**src/rtl/pcpu_pkg.sv**
```systemverilog
// pcpu_pkg: opcode values, FSM state encoding and instruction field extraction
// shared by the pcpu_core top and its register file.
package pcpu_pkg;

    localparam logic [3:0] OP_NOP  = 4'h0;
    localparam logic [3:0] OP_ADD  = 4'h1;
    localparam logic [3:0] OP_SUB  = 4'h2;
    localparam logic [3:0] OP_AND  = 4'h3;
    localparam logic [3:0] OP_OR   = 4'h4;
    localparam logic [3:0] OP_XOR  = 4'h5;
    localparam logic [3:0] OP_LDI  = 4'h6;
    localparam logic [3:0] OP_MOV  = 4'h7;
    localparam logic [3:0] OP_BEQZ = 4'h8;
    localparam logic [3:0] OP_JMP  = 4'h9;
    localparam logic [3:0] OP_MUL  = 4'hA;
    localparam logic [3:0] OP_HALT = 4'hF;

    typedef enum logic [2:0] {
        ST_FETCH,
        ST_DECODE,
        ST_EXEC,
        ST_WB,
        ST_HALT
    } state_e;

    // Extract 'width' bits starting at bit 'lsb'; callers truncate to the field width.
    function automatic logic [31:0] get_field(input logic [31:0] instr, input int lsb, input int width);
        return (instr >> lsb) & ((32'd1 << width) - 32'd1);
    endfunction

endpackage

```
**src/rtl/pcpu_regfile.sv**
```systemverilog
// pcpu_regfile: 2**REG_ADDR_W x DATA_W registers, two async read ports,
// one synchronous write port, cleared by the core's async active-low reset.
module pcpu_regfile
    import pcpu_pkg::*;
#(
    parameter int DATA_W     = 8,
    parameter int REG_ADDR_W = 4
) (
    input  logic                  clk,
    input  logic                  reset,
    input  logic [REG_ADDR_W-1:0] ra_addr,
    output logic [DATA_W-1:0]     ra_data,
    input  logic [REG_ADDR_W-1:0] rb_addr,
    output logic [DATA_W-1:0]     rb_data,
    input  logic                  we,
    input  logic [REG_ADDR_W-1:0] waddr,
    input  logic [DATA_W-1:0]     wdata
);

    localparam int NREGS = 2 ** REG_ADDR_W;

    logic [DATA_W-1:0] regs_q [NREGS];
    logic [DATA_W-1:0] regs_d [NREGS];

    assign ra_data = regs_q[ra_addr];
    assign rb_data = regs_q[rb_addr];

    // Next register contents: single write port.
    always_comb begin
        regs_d = regs_q;
        if (we) regs_d[waddr] = wdata;
    end

    // Register storage.
    always_ff @(posedge clk or negedge reset) begin
        if (!reset) begin
            for (int i = 0; i < NREGS; i++) regs_q[i] <= '0;
        end else begin
            regs_q <= regs_d;
        end
    end

endmodule

```
**src/rtl/pcpu_core.sv**
```systemverilog
// pcpu_core: parametrised multi-cycle CPU, FETCH -> DECODE -> EXEC -> WB.
// Optional multiplier for opcode A is enabled by defining PCPU_MUL_EN; without it
// opcode A is a NOP and no multiplier exists.
module pcpu_core
    import pcpu_pkg::*;
#(
    parameter  int DATA_W     = 8,
    parameter  int REG_ADDR_W = 4,
    parameter  int PC_W       = 8,
    localparam int INSTR_W    = 4 + 3 * REG_ADDR_W
) (
    input  logic                  clk,
    input  logic                  reset,
    output logic                  imem_req,
    output logic [PC_W-1:0]       imem_addr,
    input  logic [INSTR_W-1:0]    imem_rdata,
    input  logic                  imem_valid,
    output logic [INSTR_W-1:0]    ir,
    output logic [PC_W-1:0]       pc,
    output logic [REG_ADDR_W-1:0] write_addr,
    output logic [DATA_W-1:0]     write_data,
    output logic                  write_en,
    output logic                  flag_z,
    output logic                  flag_c,
    output logic                  halted
);

    state_e                state_q, state_d;
    logic [PC_W-1:0]       pc_q, pc_d;
    logic [INSTR_W-1:0]    ir_q, ir_d;
    logic [DATA_W-1:0]     opa_q, opa_d, opb_q, opb_d;
    logic                  z_q, z_d, c_q, c_d;
    logic                  req_q, req_d;
    logic                  wen_q, wen_d;
    logic [REG_ADDR_W-1:0] waddr_q, waddr_d;
    logic [DATA_W-1:0]     wdata_q, wdata_d;

    // Decoded fields of the instruction register.
    logic [3:0]            op;
    logic [REG_ADDR_W-1:0] rd, rs, rt;
    logic [DATA_W-1:0]     imm_data;
    logic [PC_W-1:0]       imm_pc;

    assign op       = 4'(get_field(32'(ir_q), INSTR_W - 4, 4));
    assign rd       = REG_ADDR_W'(get_field(32'(ir_q), 2 * REG_ADDR_W, REG_ADDR_W));
    assign rs       = REG_ADDR_W'(get_field(32'(ir_q), REG_ADDR_W, REG_ADDR_W));
    assign rt       = REG_ADDR_W'(get_field(32'(ir_q), 0, REG_ADDR_W));
    assign imm_data = DATA_W'(get_field(32'(ir_q), 0, 2 * REG_ADDR_W));
    assign imm_pc   = PC_W'(get_field(32'(ir_q), 0, 2 * REG_ADDR_W));

    // BEQZ tests R[rd], so port A reads rd for it and rs otherwise.
    logic [REG_ADDR_W-1:0] ra_addr;
    logic [DATA_W-1:0]     ra_data, rb_data;

    assign ra_addr = (op == OP_BEQZ) ? rd : rs;

    pcpu_regfile #(
        .DATA_W     (DATA_W),
        .REG_ADDR_W (REG_ADDR_W)
    ) u_regfile (
        .clk     (clk),
        .reset   (reset),
        .ra_addr (ra_addr),
        .ra_data (ra_data),
        .rb_addr (rt),
        .rb_data (rb_data),
        .we      (wen_q),
        .waddr   (waddr_q),
        .wdata   (wdata_q)
    );

    // ALU and next-pc for the instruction held in ir, using latched operands.
    logic [DATA_W-1:0] alu_res;
    logic              alu_wr, alu_upd_z, alu_c, alu_halt;
    logic [PC_W-1:0]   alu_pc;
    logic [DATA_W:0]   alu_sum, alu_diff;
`ifdef PCPU_MUL_EN
    logic [2*DATA_W-1:0] alu_prod;
`endif

    always_comb begin
        alu_res   = '0;
        alu_wr    = 1'b0;
        alu_upd_z = 1'b0;
        alu_c     = c_q;
        alu_halt  = 1'b0;
        alu_pc    = pc_q + PC_W'(1);
        alu_sum   = {1'b0, opa_q} + {1'b0, opb_q};
        alu_diff  = {1'b0, opa_q} - {1'b0, opb_q};
`ifdef PCPU_MUL_EN
        alu_prod  = opa_q * opb_q;
`endif
        case (op)
            OP_ADD:  begin alu_res = alu_sum[DATA_W-1:0];  alu_c = alu_sum[DATA_W];  alu_wr = 1'b1; alu_upd_z = 1'b1; end
            OP_SUB:  begin alu_res = alu_diff[DATA_W-1:0]; alu_c = alu_diff[DATA_W]; alu_wr = 1'b1; alu_upd_z = 1'b1; end
            OP_AND:  begin alu_res = opa_q & opb_q; alu_wr = 1'b1; alu_upd_z = 1'b1; end
            OP_OR:   begin alu_res = opa_q | opb_q; alu_wr = 1'b1; alu_upd_z = 1'b1; end
            OP_XOR:  begin alu_res = opa_q ^ opb_q; alu_wr = 1'b1; alu_upd_z = 1'b1; end
            OP_LDI:  begin alu_res = imm_data; alu_wr = 1'b1; end
            OP_MOV:  begin alu_res = opa_q;    alu_wr = 1'b1; end
            OP_BEQZ: if (opa_q == '0) alu_pc = imm_pc;
            OP_JMP:  alu_pc = imm_pc;
`ifdef PCPU_MUL_EN
            OP_MUL:  begin
                alu_res   = alu_prod[DATA_W-1:0];
                alu_c     = |alu_prod[2*DATA_W-1:DATA_W];
                alu_wr    = 1'b1;
                alu_upd_z = 1'b1;
            end
`endif
            OP_HALT: begin alu_halt = 1'b1; alu_pc = pc_q; end
            default: ;
        endcase
    end

    // Sequencer: next state, fetch handshake, operand latch, commit and write strobe.
    always_comb begin
        state_d = state_q;
        pc_d    = pc_q;
        ir_d    = ir_q;
        opa_d   = opa_q;
        opb_d   = opb_q;
        z_d     = z_q;
        c_d     = c_q;
        req_d   = req_q;
        wen_d   = 1'b0;
        waddr_d = waddr_q;
        wdata_d = wdata_q;
        case (state_q)
            ST_FETCH: begin
                // req rises one cycle after reset; WB pre-raises it for later fetches.
                req_d = 1'b1;
                if (req_q && imem_valid) begin
                    ir_d    = imem_rdata;
                    req_d   = 1'b0;
                    state_d = ST_DECODE;
                end
            end
            ST_DECODE: begin
                opa_d   = ra_data;
                opb_d   = rb_data;
                state_d = ST_EXEC;
            end
            ST_EXEC: begin
                if (alu_halt) begin
                    state_d = ST_HALT;
                end else begin
                    pc_d = alu_pc;
                    c_d  = alu_c;
                    if (alu_upd_z) z_d = (alu_res == '0);
                    if (alu_wr) begin
                        wen_d   = 1'b1;
                        waddr_d = rd;
                        wdata_d = alu_res;
                    end
                    state_d = ST_WB;
                end
            end
            ST_WB: begin
                req_d   = 1'b1;
                state_d = ST_FETCH;
            end
            default: begin
                req_d   = 1'b0;
                state_d = ST_HALT;
            end
        endcase
    end

    // State and datapath registers.
    always_ff @(posedge clk or negedge reset) begin
        if (!reset) begin
            state_q <= ST_FETCH;
            pc_q    <= '0;
            ir_q    <= '0;
            opa_q   <= '0;
            opb_q   <= '0;
            z_q     <= 1'b0;
            c_q     <= 1'b0;
            req_q   <= 1'b0;
            wen_q   <= 1'b0;
            waddr_q <= '0;
            wdata_q <= '0;
        end else begin
            state_q <= state_d;
            pc_q    <= pc_d;
            ir_q    <= ir_d;
            opa_q   <= opa_d;
            opb_q   <= opb_d;
            z_q     <= z_d;
            c_q     <= c_d;
            req_q   <= req_d;
            wen_q   <= wen_d;
            waddr_q <= waddr_d;
            wdata_q <= wdata_d;
        end
    end

    assign imem_req   = req_q;
    assign imem_addr  = pc_q;
    assign ir         = ir_q;
    assign pc         = pc_q;
    assign write_addr = waddr_q;
    assign write_data = wdata_q;
    assign write_en   = wen_q;
    assign flag_z     = z_q;
    assign flag_c     = c_q;
    assign halted     = (state_q == ST_HALT);

endmodule

```
**config.mk**
```make
export PLATFORM = sky130hd
export DESIGN_NAME = pcpu_core
export DESIGN_NICKNAME = d
export VERILOG_FILES = /design/src/rtl/pcpu_pkg.sv /design/src/rtl/pcpu_regfile.sv /design/src/rtl/pcpu_core.sv
export SDC_FILE = /design/constraint.sdc
export NUM_CORES = 1
export LEC_CHECK = 0
export CAP_MARGIN = 20
export CELL_PAD_IN_SITES_DETAIL_PLACEMENT = 1
export CELL_PAD_IN_SITES_GLOBAL_PLACEMENT = 1
export CORE_MARGIN = 3
export CORE_UTILIZATION = 55
export CTS_BUF_LIST = sky130_fd_sc_hd__clkbuf_8
export DETAILED_ROUTE_END_ITERATION = 7
export GPL_TIMING_DRIVEN = 1
export PLACE_DENSITY = 0.95
export SETUP_SLACK_MARGIN = 0.05
export SYNTH_ARGS = -nofsm -noshare
export SYNTH_HDL_FRONTEND = slang
export SYNTH_SLANG_ARGS = --single-unit
```
**constraint.sdc**
```tcl
create_clock -name clk -period 7.2 [get_ports clk]
set_clock_uncertainty 0.2 [all_clocks]
set_input_delay 1.44 -clock clk [delete_from_list [all_inputs] [get_ports clk]]
set_output_delay 1.44 -clock clk [all_outputs]
set_load 0.005 [all_outputs]
```
==> impl_metrics.py <==
metrics = {
    "cts": {
        "ctsRootBufferMaster": "clkbuf_8",
        "clock_path_buffers": 2,
        "cts-resized-gates": 0,
        "ctsHtreeMaxLevel": 4,
        "clk_pin_slew_worst_paths_ns": 0.11,
        "clkLatencyLatePin_ns": 0.52,
        "cts.sinks": 187,
        "cts_tree": "done",
        "cts_setup_buffers": 0,
        "cts_buffers": 17,
        "ctsHoldBuffers": 0,
    },
    "setup_path": {
        "required_ns": 7.39,
        "critPathKind": "flop to flop",
        "cp_slowest_cell": "mux2i_4",
        "worst-path-buf-inv": 1,
        "cp_max_fo": 20,
        "crit_family": "multiplexers",
        "critPathCaptureType": "flop",
        "cp.arrival_ns": 4.18,
        "worstSetupStartpointType": "flop",
        "crit_chain": "nor4b_4 -> mux2i_4 -> mux4_1 -> inv_1 -> o22ai_1 -> a21oi_1 -> nand2_1",
        "cpPeakStageDelay_ns": 0.94,
    },
    "yosys": {
        "synth.distinct_cells": 61,
        "synth_cells": 833,
        "synth_top_family_by_area": "multiplexers",
        "synthMuxAreaShare_pct": 33.25,
        "synth_area_leaders": "dfrtp_1 (44%), mux2_2 (16%), mux4_2 (15%)",
        "synth_compound_area_share_pct": 8.029,
        "synth-edff-count": 0,
        "syn-cell-area_um2": 10580,
        "synth_xor_area_share_pct": 0.1655,
        "synth-seq-area-share_pct": 44.22,
        "synth_nets": 879,
        "avgSynthCellArea_um2": 12.70,
        "yosys-top-cells-count": "dfrtp_1 (187), mux2_2 (155), mux4_2 (69)",
        "synth-simple-area-share_pct": 6.917,
        "synth_top_area_share_pct": 44.22,
        "yosys_warnings": 0,
        "synth.most_common_cell": "dfrtp_1",
        "synthAdderAreaFrac_pct": 3.335,
        "synth_area_leader_cell": "dfrtp_1",
        "synth_flop_cell": "dfrtp_1",
        "ys_async_sr_fraction_pct": 100.0,
        "ys_ff_latch": 187,
    },
    "floorplan": {
        "row_count": 50,
        "start_util_pct": 56.19,
        "dieWidth_um": 144.7,
        "core_region_area_um2": 18830,
        "die-area_um2": 20940,
        "die_h_um": 144.7,
        "ios": 68,
    },
    "routing": {
        "drt.antenna.violating_nets": 0,
        "drc": 0,
        "viasPerCell": 7.182,
        "firstDrtPassIters": 5,
        "drtIter0Drc": 979,
        "dr_total_vias": 8302,
        "avgRoutedWirePerCell_um": 33.44,
        "routed_wl_um": 38660,
    },
    "timing": {
        "hold_viol": 0,
        "finalSetupViolCount": 0,
        "holdWs_ns": 0.2838,
        "rsz0062_at_grt": "no",
        "fin_crit_ns": 3.986,
        "finalMaxSlewViolations": 0,
        "fin_tns_setup_ns": 0,
        "fmax_mhz": 250.9,
        "slew_headroom_pct": 25.41,
        "worst_pin_slew_ns": 1.115,
        "finalCritPeriodShare_pct": 55.36,
    },
    "placed_design": {
        "detailed_place_hpwl_um": 25140,
        "gp_congestion": 0.9444,
        "io_buffers": 67,
    },
    "grt": {
        "grt_start_max_net_pins": 124,
        "grt_pass1_vias": 8551,
        "antenna_found_initial": 0,
        "grt_pass1_wl_um": 54830,
        "grt-ovfl-total": 0,
        "track_usage_pct": 36.26,
    },
    "hold_path": {
        "hold_path.class": "flop to flop",
    },
    "outcome": {
        "status": "finished, final reports clean",
    },
    "pwr": {
        "power_density_nw_per_um2": 381.9,
        "vdd_ir_drop_max_v": 0.0001994,
        "leakage_uw": 0.005225,
    },
    "final_layout": {
        "drive_above_1_share_pct": 32.07,
        "area_growth_pct": 12.79,
        "final_net_count": 928,
    },
    "flow_run": {
        "cap_violations": 0,
    },
}
-- report_power, final --
part           switching (uW)  total [uW]  internal [uW]
clock                     476         742            266
sequential                496        1790           1290
combinational            1060        2030            967
total                    2030        4560           2520
-- sequential cells by signal, summed over array words and instances, names as in the netlist, 3 cells and up --
register / flops
imem_addr: 8
write_addr: 4
u_regfile.regs_q: 128
opa_q: 8
ir: 16
state_q: 3
write_data: 8
opb_q: 8
-- kinds of logic (layout without fill, tap and decap cells) --
logic type,after synthesis,count (layout)
AOI/OAI and AO/OA,135,135
adders and majority gates,27,27
and+or+nand+nor,141,141
buffers and inverters,102,164
other,0,1
DFF,187,187
muxes,239,239
xor gates and xnor gates,2,2
-- final timing paths --
path                       slack, ns                           endpoint          startpoint  depth (start not counted)
max in group asynchronous       4.43   u_regfile.regs_q[34]$_DFFE_PN0P_               reset                          2
max reg2reg                     3.21               opa_q[2]$_DFFE_PN0P_  ir[12]$_DFFE_PN0P_                          7
min in group asynchronous       0.85  u_regfile.regs_q[104]$_DFFE_PN0P_               reset                          1
max                             3.21               opa_q[2]$_DFFE_PN0P_  ir[12]$_DFFE_PN0P_                          7
min                             0.28                 flag_c$_DFFE_PN0P_  flag_c$_DFFE_PN0P_                          1
min reg2reg                     0.28                 flag_c$_DFFE_PN0P_  flag_c$_DFFE_PN0P_                          1
-- layout make-up --
class | count | area [um2]
Inverter | 44 | 165.2
Multi-Input combinational cell | 544 | 5502
Fill cell | 1805 | 6895
Sequential cell | 187 | 4681
Antenna cell | 1 | 2.502
Timing Repair Buffer | 88 | 853.3
Clock buffer | 17 | 234.0
Clock inverter | 15 | 172.7
Tap cell | 260 | 325.3
-- layer usage --
metal	global-route usage (%)	vias up	part of all wire, %
met2	58.18	626	48
li1	-	3209	-
met3	7.361	211	9.2
met5	0	-	0
met4	21.01	0	6.9
met1	46.16	4256	35
-- layout by cell type (no fill, tap or decap), types with 13 or more instances in the layout --
| master | netlist | routed |
|---|---|---|
| dfrtp_1 | 187 | 186 |
| mux2_2 | 155 | 155 |
| mux4_2 | 69 | 69 |
| clkdlybuf4s50_1 | 0 | 66 |
| nand2_1 | 43 | 43 |
| o21ai_0 | 40 | 40 |
| inv_1 | 35 | 36 |
| a21oi_1 | 31 | 31 |
| nor2_1 | 29 | 29 |
| ha_1 | 25 | 25 |
| clkbuf_8 | 0 | 20 |
| buf_4 | 9 | 14 |
| nand2b_1 | 13 | 13 |
-- through the flow --
step	instance area, um2	power (uW)	util (%)	setup slack, ns	cells
6_report	11940	4557	63.38	3.214	1156
4_1_cts	11840	4463	62.90	3.072	1146
2_1_floorplan	10580	2837	-	4.274	833
3_3_place_gp	11440	3517	60.74	3.510	1114
3_5_place_dp	11440	3710	60.74	3.190	1114
5_1_grt	11930	4717	63.37	3.129	1155
No activity file was read; power rests on OpenSTA's default activity.
